`src/rtl/wb_forward_pipe.sv`:
```
// Write-back pipeline (MEM and WB registers) that produces the EX/MEM/WB forwarding
// buses, the register-file write port and the load-use stall request.
module wb_forward_pipe #(
  parameter int unsigned DATA_W = 32,
  parameter int unsigned REG_AW = 5
) (
  input  logic                       clk,
  input  logic                       resetn,
  input  logic                       ex_valid,
  input  logic                       ex_rf_we,
  input  logic [REG_AW-1:0]          ex_rf_waddr,
  input  logic [DATA_W-1:0]          ex_result,
  input  logic                       ex_is_load,
  input  logic [DATA_W-1:0]          mem_rdata,
  input  logic                       stall,
  input  logic                       flush,
  input  logic [REG_AW-1:0]          id_raddr1,
  input  logic [REG_AW-1:0]          id_raddr2,
  output logic [REG_AW+DATA_W:0]     ex_to_id_bus,
  output logic [REG_AW+DATA_W:0]     mem_to_id_bus,
  output logic [REG_AW+DATA_W:0]     wb_to_id_bus,
  output logic                       rf_we,
  output logic [REG_AW-1:0]          rf_waddr,
  output logic [DATA_W-1:0]          rf_wdata,
  output logic                       load_use_stall
);

  localparam int unsigned BUS_W = 1 + REG_AW + DATA_W;

  logic              m_valid;
  logic              m_we;
  logic [REG_AW-1:0] m_waddr;
  logic [DATA_W-1:0] m_result;
  logic              m_is_load;

  logic              w_valid;
  logic              w_we;
  logic [REG_AW-1:0] w_waddr;
  logic [DATA_W-1:0] w_data;

  logic              ex_we_eff;
  logic              m_we_eff;
  logic              w_we_eff;
  logic [DATA_W-1:0] m_final;
  logic              ex_hit;

  // MEM register: flush clears it even while the rest of the pipe is stalled
  always_ff @(posedge clk or negedge resetn) begin
    if (!resetn) begin
      m_valid   <= 1'b0;
      m_we      <= 1'b0;
      m_waddr   <= '0;
      m_result  <= '0;
      m_is_load <= 1'b0;
    end else if (flush && stall) begin
      m_valid   <= 1'b0;
      m_we      <= 1'b0;
      m_waddr   <= '0;
      m_result  <= '0;
      m_is_load <= 1'b0;
    end else if (!stall) begin
      m_valid   <= ex_valid & ~flush;
      m_we      <= ex_rf_we;
      m_waddr   <= ex_rf_waddr;
      m_result  <= ex_result;
      m_is_load <= ex_is_load;
    end
  end

  // WB register captures the resolved MEM value (load data or ALU result)
  always_ff @(posedge clk or negedge resetn) begin
    if (!resetn) begin
      w_valid <= 1'b0;
      w_we    <= 1'b0;
      w_waddr <= '0;
      w_data  <= '0;
    end else if (!stall) begin
      w_valid <= m_valid;
      w_we    <= m_we;
      w_waddr <= m_waddr;
      w_data  <= m_final;
    end
  end

  always_comb begin
    ex_we_eff = resetn & ex_valid & ex_rf_we & ~ex_is_load & (ex_rf_waddr != '0);
    m_we_eff  = m_valid & m_we & (m_waddr != '0);
    w_we_eff  = w_valid & w_we & (w_waddr != '0);
    m_final   = m_is_load ? mem_rdata : m_result;
    ex_hit    = (id_raddr1 == ex_rf_waddr) | (id_raddr2 == ex_rf_waddr);
  end

  // EX bus is forced quiet in reset so garbage inputs never look like a producer
  assign ex_to_id_bus   = resetn ? {ex_we_eff, ex_rf_waddr, ex_result} : BUS_W'(0);
  assign mem_to_id_bus  = {m_we_eff, m_waddr, m_final};
  assign wb_to_id_bus   = {w_we_eff, w_waddr, w_data};

  assign rf_we    = w_we_eff;
  assign rf_waddr = w_waddr;
  assign rf_wdata = w_data;

  assign load_use_stall = resetn & ex_valid & ex_is_load & ex_rf_we &
                          (ex_rf_waddr != '0) & ex_hit;

endmodule

```
`config.mk`:
```
export PLATFORM = sky130hd
export DESIGN_NAME = wb_forward_pipe
export DESIGN_NICKNAME = d
export VERILOG_FILES = /design/src/rtl/wb_forward_pipe.sv
export SDC_FILE = /design/constraint.sdc
export NUM_CORES = 1
export LEC_CHECK = 0
export CORE_MARGIN = 2
export CORE_UTILIZATION = 28
export CTS_CLUSTER_SIZE = 25
export DETAILED_ROUTE_END_ITERATION = 8
export GPL_ROUTABILITY_DRIVEN = 0
export PLACE_DENSITY = 0.59
export SLEW_MARGIN = 20
export SYNTH_ARGS = -nofsm -noshare
export SYNTH_HDL_FRONTEND = slang
export SYNTH_SLANG_ARGS = --single-unit
```
`constraint.sdc`:
```
create_clock -name clk -period 1.9 [get_ports clk]
set_input_delay 0.38 -clock clk [delete_from_list [all_inputs] [get_ports clk]]
set_output_delay 0.38 -clock clk [all_outputs]
set_load 0.01 [all_outputs]
```
* After elaboration in Yosys (flattened, before gate mapping)
Index checks and enable logic that the tools add are counted.
** Operators by class
- Bitwise gates (word level) :: 16
- Muxes and demuxes :: 12
- Eq/ne operators :: 3
- Reductions and logical operators :: 4
** Operators by type and width (number)
- 32-bit two-way mux :: 3
- 38-bit two-way mux :: 1
- 5-bit nonzero test :: 3
- 1-bit bitwise AND :: 13
- 5-bit == test :: 2
- 5-bit two-way mux :: 2
- 1-bit two-way mux :: 6
- 2-bit by 1-bit != test with 1-bit output (second input constant) :: 1
- 1-bit NOT :: 2
- 1-bit logical AND :: 1
- 1-bit OR :: 1
** Word-level totals
- Output and inout bits :: 153
- Register bits after elaboration :: 79
- Logic and storage cells :: 44
- Input bits :: 86

* Logic depth before layout (Yosys ltp)
Gate-level depths: netlist (run 1).
- Word-level depth :: 5
- Gate-level depth with buffers :: 4

* Worst setup path before layout (run 1)
OpenSTA, ideal clock, no wires.
- Path type :: register to output
- From :: reg w_waddr[1] (netlist: rf_waddr[1])
- To :: out wb_to_id_bus[37]
- Path buffers :: 1
- Path slack :: 249 ps
- Arrival :: 1271 ps
- Required time :: 1520 ps
- Stages on the path, launching flop included :: 4
- Cells stage by stage :: dfrtp_1 > or3_1 > o311a_1 > buf_4
** Between the ends
- Word-level cells in the longest chain between the ends :: 2
** Ends and longest elaborated chain
- from (decl) :: RTL line 38 : logic [REG_AW-1:0] w_waddr;
- from (signal assigned) :: RTL line 80 : w_waddr <= m_waddr;
- 5-bit nonzero test :: RTL line 88 : w_we_eff = w_valid & w_we & (w_waddr != '0);
- 1-bit bitwise AND :: RTL line 88
- to (decl) :: RTL line 21 : output logic [REG_AW+DATA_W:0] wb_to_id_bus,
No other way between the ends.

* Worst setup path after layout (run 1)
Same ends and word-level chain as after synthesis.

==> summary.md, run 1 <==
| Metric | Value |
|---|---|
| Status | finished, violations left |
| Failing checks | negative setup slack |
| Synth top area share | 45.7% |
| Die area | 16500 um2 |
| Ranking of synthesized cells by area | dfrtp_1, mux2_2, mux2_4 |
| Power Dens Cells | between 700 and 800 nW/um2 |
| Worst Path Class, Setup | register to output port |
| Final setup viols | 2 |
| First DRT Iteration DRCs | around 120 |
| H-tree depth | 3 |
| Critical path origin | rf_waddr[1]$_DFFE_PN0N_ |
| Cells on worst reg2reg path | 6 |
| Yosys warnings | 0 |
| Crit start category | register |
| FF-to-FF Start | m_is_load$_DFFE_PN0P_ |
| Async set or reset register ratio after synthesis | 100% |
| RSZ-0062 raised after global routing | true |
| Minimum clock period | 1920 ps |
| Reg power frac | around a third |
| Vias per inst | 4.43 |
| Buffers added on ports | between 200 and 250 |
| Slew HR | ~81% |
| First-pass DRT Iterations | 4 |
| Yosys cell types | 26 |
| Reg clk slew, reported paths | ~60 ps |
| Clock Tree Root | clkbuf_16 |
| Area leader, netlist | dfrtp_1 |
| Final-layout fill cell count | approximately 1400 |
| Most common cell in the synthesized netlist | dfrtp_1 |
| Row cnt | 45 |
| Chip height | 128 um |
| CP max FO | 2 |
| Hold-fix buffers at CTS | 0 |
| NetSw | 0.00147 W |
| Post-DP HPWL | approximately 9200 um |
| Final setup margin | -22.7 ps |
| Max-Cap Viols | 0 |
| Max incr delay on CP | around 380 ps |
| Post-synth net total | between 400 and 500 |
| Post-synth design cell area | approximately 4300 um2 |
| Internal | roughly 0.0042 W |
| Mapped Cells | between 300 and 400 |
| Tot GR Track Use | about 15% |
| Sw Ratio | 26.0% |
| Worst slew pin tran | just under 300 ps |
| Drt total wl | ~13000 um |
| Num CTS Buffers | 9 |
| Synth top cells by count | dfrtp_1, mux2_2, buf_4, inv_1, o21ai_0 |
| Logic gate share of total power | 31.2% |
| Congestion Overflow GR | 0 |
| CORE AREA | between 15000 and 20000 um2 |
| Via count | 3714 |
| CTS tree | done |
| Worst VDD drop | 0.000376 V |
| #FFs+latches synth | about 80 |
| Crit-path slowest cell | or3_1 |
| CP arrival | 1540 ps |
| Vias in the first global route | approximately 3800 |
| Final #Nets | roughly 730 |
| Element type at the critical path end | output port |
| Post-synth EDFFs | 0 |
| Largest net degree at the start of global routing | 58 |
| Data required, critical path | between 1500 and 2000 ps |
| Clock share of power | between 30% and 40% |
| Layout cells sized above 1 | just over 30% |
| Setup Skew | about 3.6 ps |
| Diode count | 0 |
| Fin. Hold Viols | 0 |
| DP Area | between 6000 and 7000 um2 |
| Share of the yosys chip area belonging to registers | a little under half |
| Die X | around 130 um |
| Max-slew violations | 0 |
| Static leakage | 3.64 nW |
| Clk Latency, worst-skew pair | 340 ps |
| Final Cycle Share | 101% |
| IO Count | around 240 |
| Maximum clock path buffer count | 2 |
| Worst path cell trace | or3_1 -> o311a_1 -> buf_2 |
| Hold crit path type | primary input to asynchronous set/reset pin |
| Global-route wire length before repair | ~20000 um |
| Most frequently used flop master after synthesis | dfrtp_1 |
| DR WL/cell | about 15 um |
| Fmax | between 500 and 600 MHz |
| Clk sink count | between 70 and 80 |
| Antenna violations before repair | 0 |
| Initial core utilization | ~29% |
| Setup_tns | -42.5 ps |
| Remaining DRCs | 0 |
| Avg Synthesized Cell Area | approximately 11 um2 |
| Post-route ant nets | 0 |
| P&R area growth vs syn | 73.8% |
| Design area | about 7500 um2 |
==> cell usage in the layout, fill, tap and decap left out, types with 2 or more instances in the layout <==
cell and instances:
clkbuf_16 9, clkdlybuf4s50_1 155, buf_4 58, clkbuf_2 3, xor2_1 6, nor2_1 2
buf_6 36, inv_1 39, buf_2 4, xnor2_1 4, buf_12 6, clkbuf_8 2
nand3b_1 32, nand3_1 2, nor3_1 2, mux2_2 39, or3_1 2, o21ai_0 38
mux2_4 32, dfrtp_1 78, clkinvlp_4 2, o311a_1 2, dlygate4sd2_1 29, dlymetal6s2s_1 12
buf_16 2, nand2_1 7, and2_1 37, bufinv_16 2
==> timing repair <==
| item | CTS | global route |
|---|---|---|
| setup buffers | 9 | 5 |
| cloned | 4 | 0 |
| gates resized for setup | 215 | 34 |
| endpoints found under the setup margin | 68 | 48 |
| pin swaps | 7 | 6 |
==> critical path, delay by kind of cell (launching register included) <==
family	cells	cell delay (ps)
compound gates	1	300
buf+inv	1	150
flops	1	370
simple gates	1	380
==> cell families after synthesis <==
logic type | Yosys count | share of synthesized area, %
buf+inv | 101 | 13.0
simple gates | 86 | 12.7
flops | 79 | 45.7
mux | 72 | 21.2
compound gates | 43 | 5.35
xor+xnor | 10 | 2.02
==> path summary, 6_finish.rpt <==
kind,slack [ps],to
setup / recovery,-20,wb_to_id_bus[37]
hold / removal,70,rf_wdata[7]$_DFFE_PN0N_
setup reg to reg,280,rf_wdata[12]$_DFFE_PN0N_
hold reg to reg,500,m_result[31]$_DFFE_PN0P_
max in group asynchronous,1400,m_is_load$_DFFE_PN0P_
min in group clk,350,m_waddr[3]$_DFFE_PN0P_
==> power by group through the flow <==
| stage | sequential [W] | clock [W] | combinational, W |
|---|---|---|---|
| 2_1_floorplan | 0.00205 | 0 | 0.000723 |
| 3_3_place_gp | 0.00201 | 0 | 0.00171 |
| 3_5_place_dp | 0.00202 | 0 | 0.00172 |
| 4_1_cts | 0.00199 | 0.00198 | 0.00177 |
| 5_1_grt | 0.00201 | 0.00206 | 0.00189 |
| 6_report | 0.00199 | 0.00192 | 0.00177 |
==> layer usage <==
| metal | vias up | GRT usage [%] | part of all wire [%] | wire length [um] |
|---|---|---|---|---|
| li1 | 1766 | - | - | - |
| met1 | 1777 | 17.8 | 41 | 5220 |
| met2 | 158 | 25.9 | 50 | 6330 |
| met3 | 13 | 6.30 | 8.3 | 1060 |
| met4 | 0 | 4.20 | 1.3 | 164 |
| met5 | - | 0 | 0 | 0 |
==> through the flow <==
stage / util [%] / hold slack (ps) / total power, W / setup WS [ps] / std cells
after detailed placement: 46.0 / 422 / 0.00374 / -688 / 808
after CTS: 49.1 / 59.1 / 0.00574 / -94.7 / 836
after global routing: 49.7 / 59.6 / 0.00597 / -84.5 / 839
after global placement: 46.0 / 424 / 0.00372 / -676 / 808
final: 49.7 / 68.0 / 0.00568 / -22.7 / 839
after floorplan: - / 84.4 / 0.00277 / 249 / 391
==> final cells by class <==
| type | count | area (um2) | area share (%) |
|---|---|---|---|
| clock inverter | 5 | 80.1 | 1.06 |
| tap | 188 | 235 | 3.13 |
| multi-input combinational | 211 | 1810 | 24.1 |
| inverter | 39 | 146 | 1.95 |
| clock buffer | 11 | 253 | 3.36 |
| sequential | 79 | 1980 | 26.3 |
| timing repair buffer | 306 | 3020 | 40.1 |
==> state kept, by name (all words and copies together) (netlist names), 5 cells and up <==
| register | count |
|---|---|
| m_result | 32 |
| m_waddr | 5 |
| rf_wdata | 32 |
| rf_waddr | 5 |
Power figures use the tool's default switching activity.
==> run 2, diff against run 1 <==
--- a/config.mk
+++ b/config.mk
@@ -5,6 +5,7 @@
 export SDC_FILE = /design/constraint.sdc
 export NUM_CORES = 1
 export LEC_CHECK = 0
+export ABC_CLOCK_PERIOD_IN_PS = 1900
 export CORE_MARGIN = 2
 export CORE_UTILIZATION = 28
 export CTS_CLUSTER_SIZE = 25
==> results of run 2 <==
Final layout, timing and power as in run 1 (identical DEF).
==> run 3, diff against run 2 <==
--- a/config.mk
+++ b/config.mk
@@ -11,7 +11,7 @@
 export CTS_CLUSTER_SIZE = 25
 export DETAILED_ROUTE_END_ITERATION = 8
 export GPL_ROUTABILITY_DRIVEN = 0
-export PLACE_DENSITY = 0.59
+export PLACE_DENSITY = 0.6
 export SLEW_MARGIN = 20
 export SYNTH_ARGS = -nofsm -noshare
 export SYNTH_HDL_FRONTEND = slang
==> run 3 against run 2 <==
The flow still finishes with violations (negative setup slack); worst setup slack about the same; register-to-register slack improved by 110 ps; utilization is 0.27 points lower; critical path depth unchanged; combinational power is essentially flat; first-iteration DRC count shrank 23%; global-route usage shrank 0.21 points.
==> summary.md, run 3 (synthesis gave the netlist of run 1 again) <==
| Metric | Value |
|---|---|
| CORE AREA | roughly 15000 um2 |
| Die area | approximately 16000 um2 |
| Hold crit path type | primary input to asynchronous set/reset pin |
| Max-Cap Viols | 0 |
| Die X | around 130 um |
| Final setup viols | 3 |
| H-tree depth | 3 |
| Final setup margin | -23.1 ps |
| Final Cycle Share | 101% |
| CTS tree | done |
| Slew HR | 73.5% |
| Worst slew pin tran | 397 ps |
| Clk sink count | roughly 80 |
| Chip height | between 100 and 150 um |
| Clk Latency, worst-skew pair | 330 ps |
| Hold-fix buffers at CTS | 0 |
| Post-DP HPWL | just over 9000 um |
| Crit-path slowest cell | or3_1 |
| Crit start category | register |
| Diode count | 0 |
| Final #Nets | about 720 |
| Most frequent cells in the layout | clkdlybuf4s50_1, dfrtp_1, buf_4, mux2_2, inv_1 |
| Data required, critical path | around 1500 ps |
| Antenna violations before repair | 0 |
| Failing checks | negative setup slack |
| CP arrival | about 1500 ps |
| Fin. Hold Viols | 0 |
| Vias in the first global route | about 3900 |
| First DRT Iteration DRCs | approximately 90 |
| Worst VDD drop | approximately 0.00048 V |
| Tot Pwr | between 0.005 and 0.006 W |
| Buffers added on ports | 238 |
| Via count | roughly 3600 |
| Power Dens Cells | between 700 and 800 nW/um2 |
| Reg clk slew, reported paths | approximately 60 ps |
| Worst Path Class, Setup | register to output port |
| Largest net degree at the start of global routing | 56 |
| Row cnt | 45 |
| Drt total wl | 12900 um |
| Initial core utilization | 28.6% |
| Status | finished, violations left |
| Max-slew violations | 0 |
| DR WL/cell | 15.5 um |
| Final-layout fill cell count | 1392 |
| Clock Tree Root | clkbuf_16 |
| Global-route wire length before repair | 19500 um |
| Tot GR Track Use | between 10% and 20% |
| First-pass DRT Iterations | 4 |
| Max incr delay on CP | roughly 380 ps |
| Commonest non-fill, non-tap cell in the layout | clkdlybuf4s50_1 |
| Setup Skew | approximately 4.6 ps |
| Element type at the critical path end | output port |
| Dpl ws | -640 ps |
| Congestion Overflow GR | 0 |
| Cells on worst reg2reg path | 5 |
| Remaining DRCs | 0 |
| P&R area growth vs syn | 72.9% |
| Fmax | roughly 520 MHz |
| Num CTS Buffers | 9 |
| Worst path cell trace | or3_1 -> o311a_1 -> buf_2 |
| RSZ-0062 raised after global routing | true |
| Maximum clock path buffer count | 2 |
| Vias per inst | ~4.4 |
| Static leakage | between 3 and 4 nW |
| Post-route ant nets | 0 |
| Minimum clock period | slightly below 2000 ps |
| Layout cells sized above 1 | between 20 and 30% |
| CP max FO | 2 |
| IO Count | 239 |
run 3: layout make-up:
class	count	area, um2	area share, %
clock inverter	7	97.6	1.30
tap	188	235	3.14
sequential	79	1980	26.4
clock buffer	9	225	3.01
multi-input combinational	211	1810	24.2
inverter	39	146	1.96
timing repair buffer	297	2990	39.9
run 3: final timing paths:
path	slack [ps]	startpoint	to
worst max-delay path	-20	rf_waddr[1]$_DFFE_PN0N_	wb_to_id_bus[37]
worst min-delay path	50	resetn	rf_waddr[4]$_DFFE_PN0N_
worst max register to register	390	m_is_load$_DFFE_PN0P_	rf_wdata[1]$_DFFE_PN0N_
worst min register to register	500	m_result[31]$_DFFE_PN0P_	m_result[31]$_DFFE_PN0P_
max in group asynchronous	1190	resetn	m_is_load$_DFFE_PN0P_
min in group clk	480	ex_rf_waddr[3]	m_waddr[3]$_DFFE_PN0P_
run 3: power breakdown:
part | total (W) | switching [W] | internal, W
logic | 0.00176 | 0.000650 | 0.00111
clock network | 0.00186 | 0.000704 | 0.00115
registers | 0.00199 | 0.000127 | 0.00186
run 3: per-stage QoR:
step           hold slack [ps]  utilization [%]  TNS (ps)  area [um2]  std cells
2_1_floorplan             84.4                -         0        4330        391
3_3_place_gp               389             46.1     -2520        6980        807
3_5_place_dp               392             46.1     -2710        6980        807
4_1_cts                   26.4             48.2      -325        7300        827
5_1_grt                   32.5             49.4      -486        7480        830
6_report                  47.1             49.4     -50.1        7480        830
run 3: repair_timing:
action,in CTS,in global routing
buffers inserted,2,1
setup endpoints to repair,63,45
pin swaps,6,4
gates cloned,2,2
gates resized for setup,198,42
run 3: layer usage:
metal	vias to the layer above	share of wire [%]	global-route usage (%)
met5	-	0	0
met3	13	7.0	3.63
met1	1739	43	18.3
li1	1751	-	-
met4	0	1.3	5.11
met2	145	49	26.2
run 3: worst max-delay path: cells and delay by family, from the launching register on:
family | cells | cell delay (ps)
compound gates | 1 | 310
buf+inv | 1 | 150
simple gates | 1 | 380
flops | 1 | 370
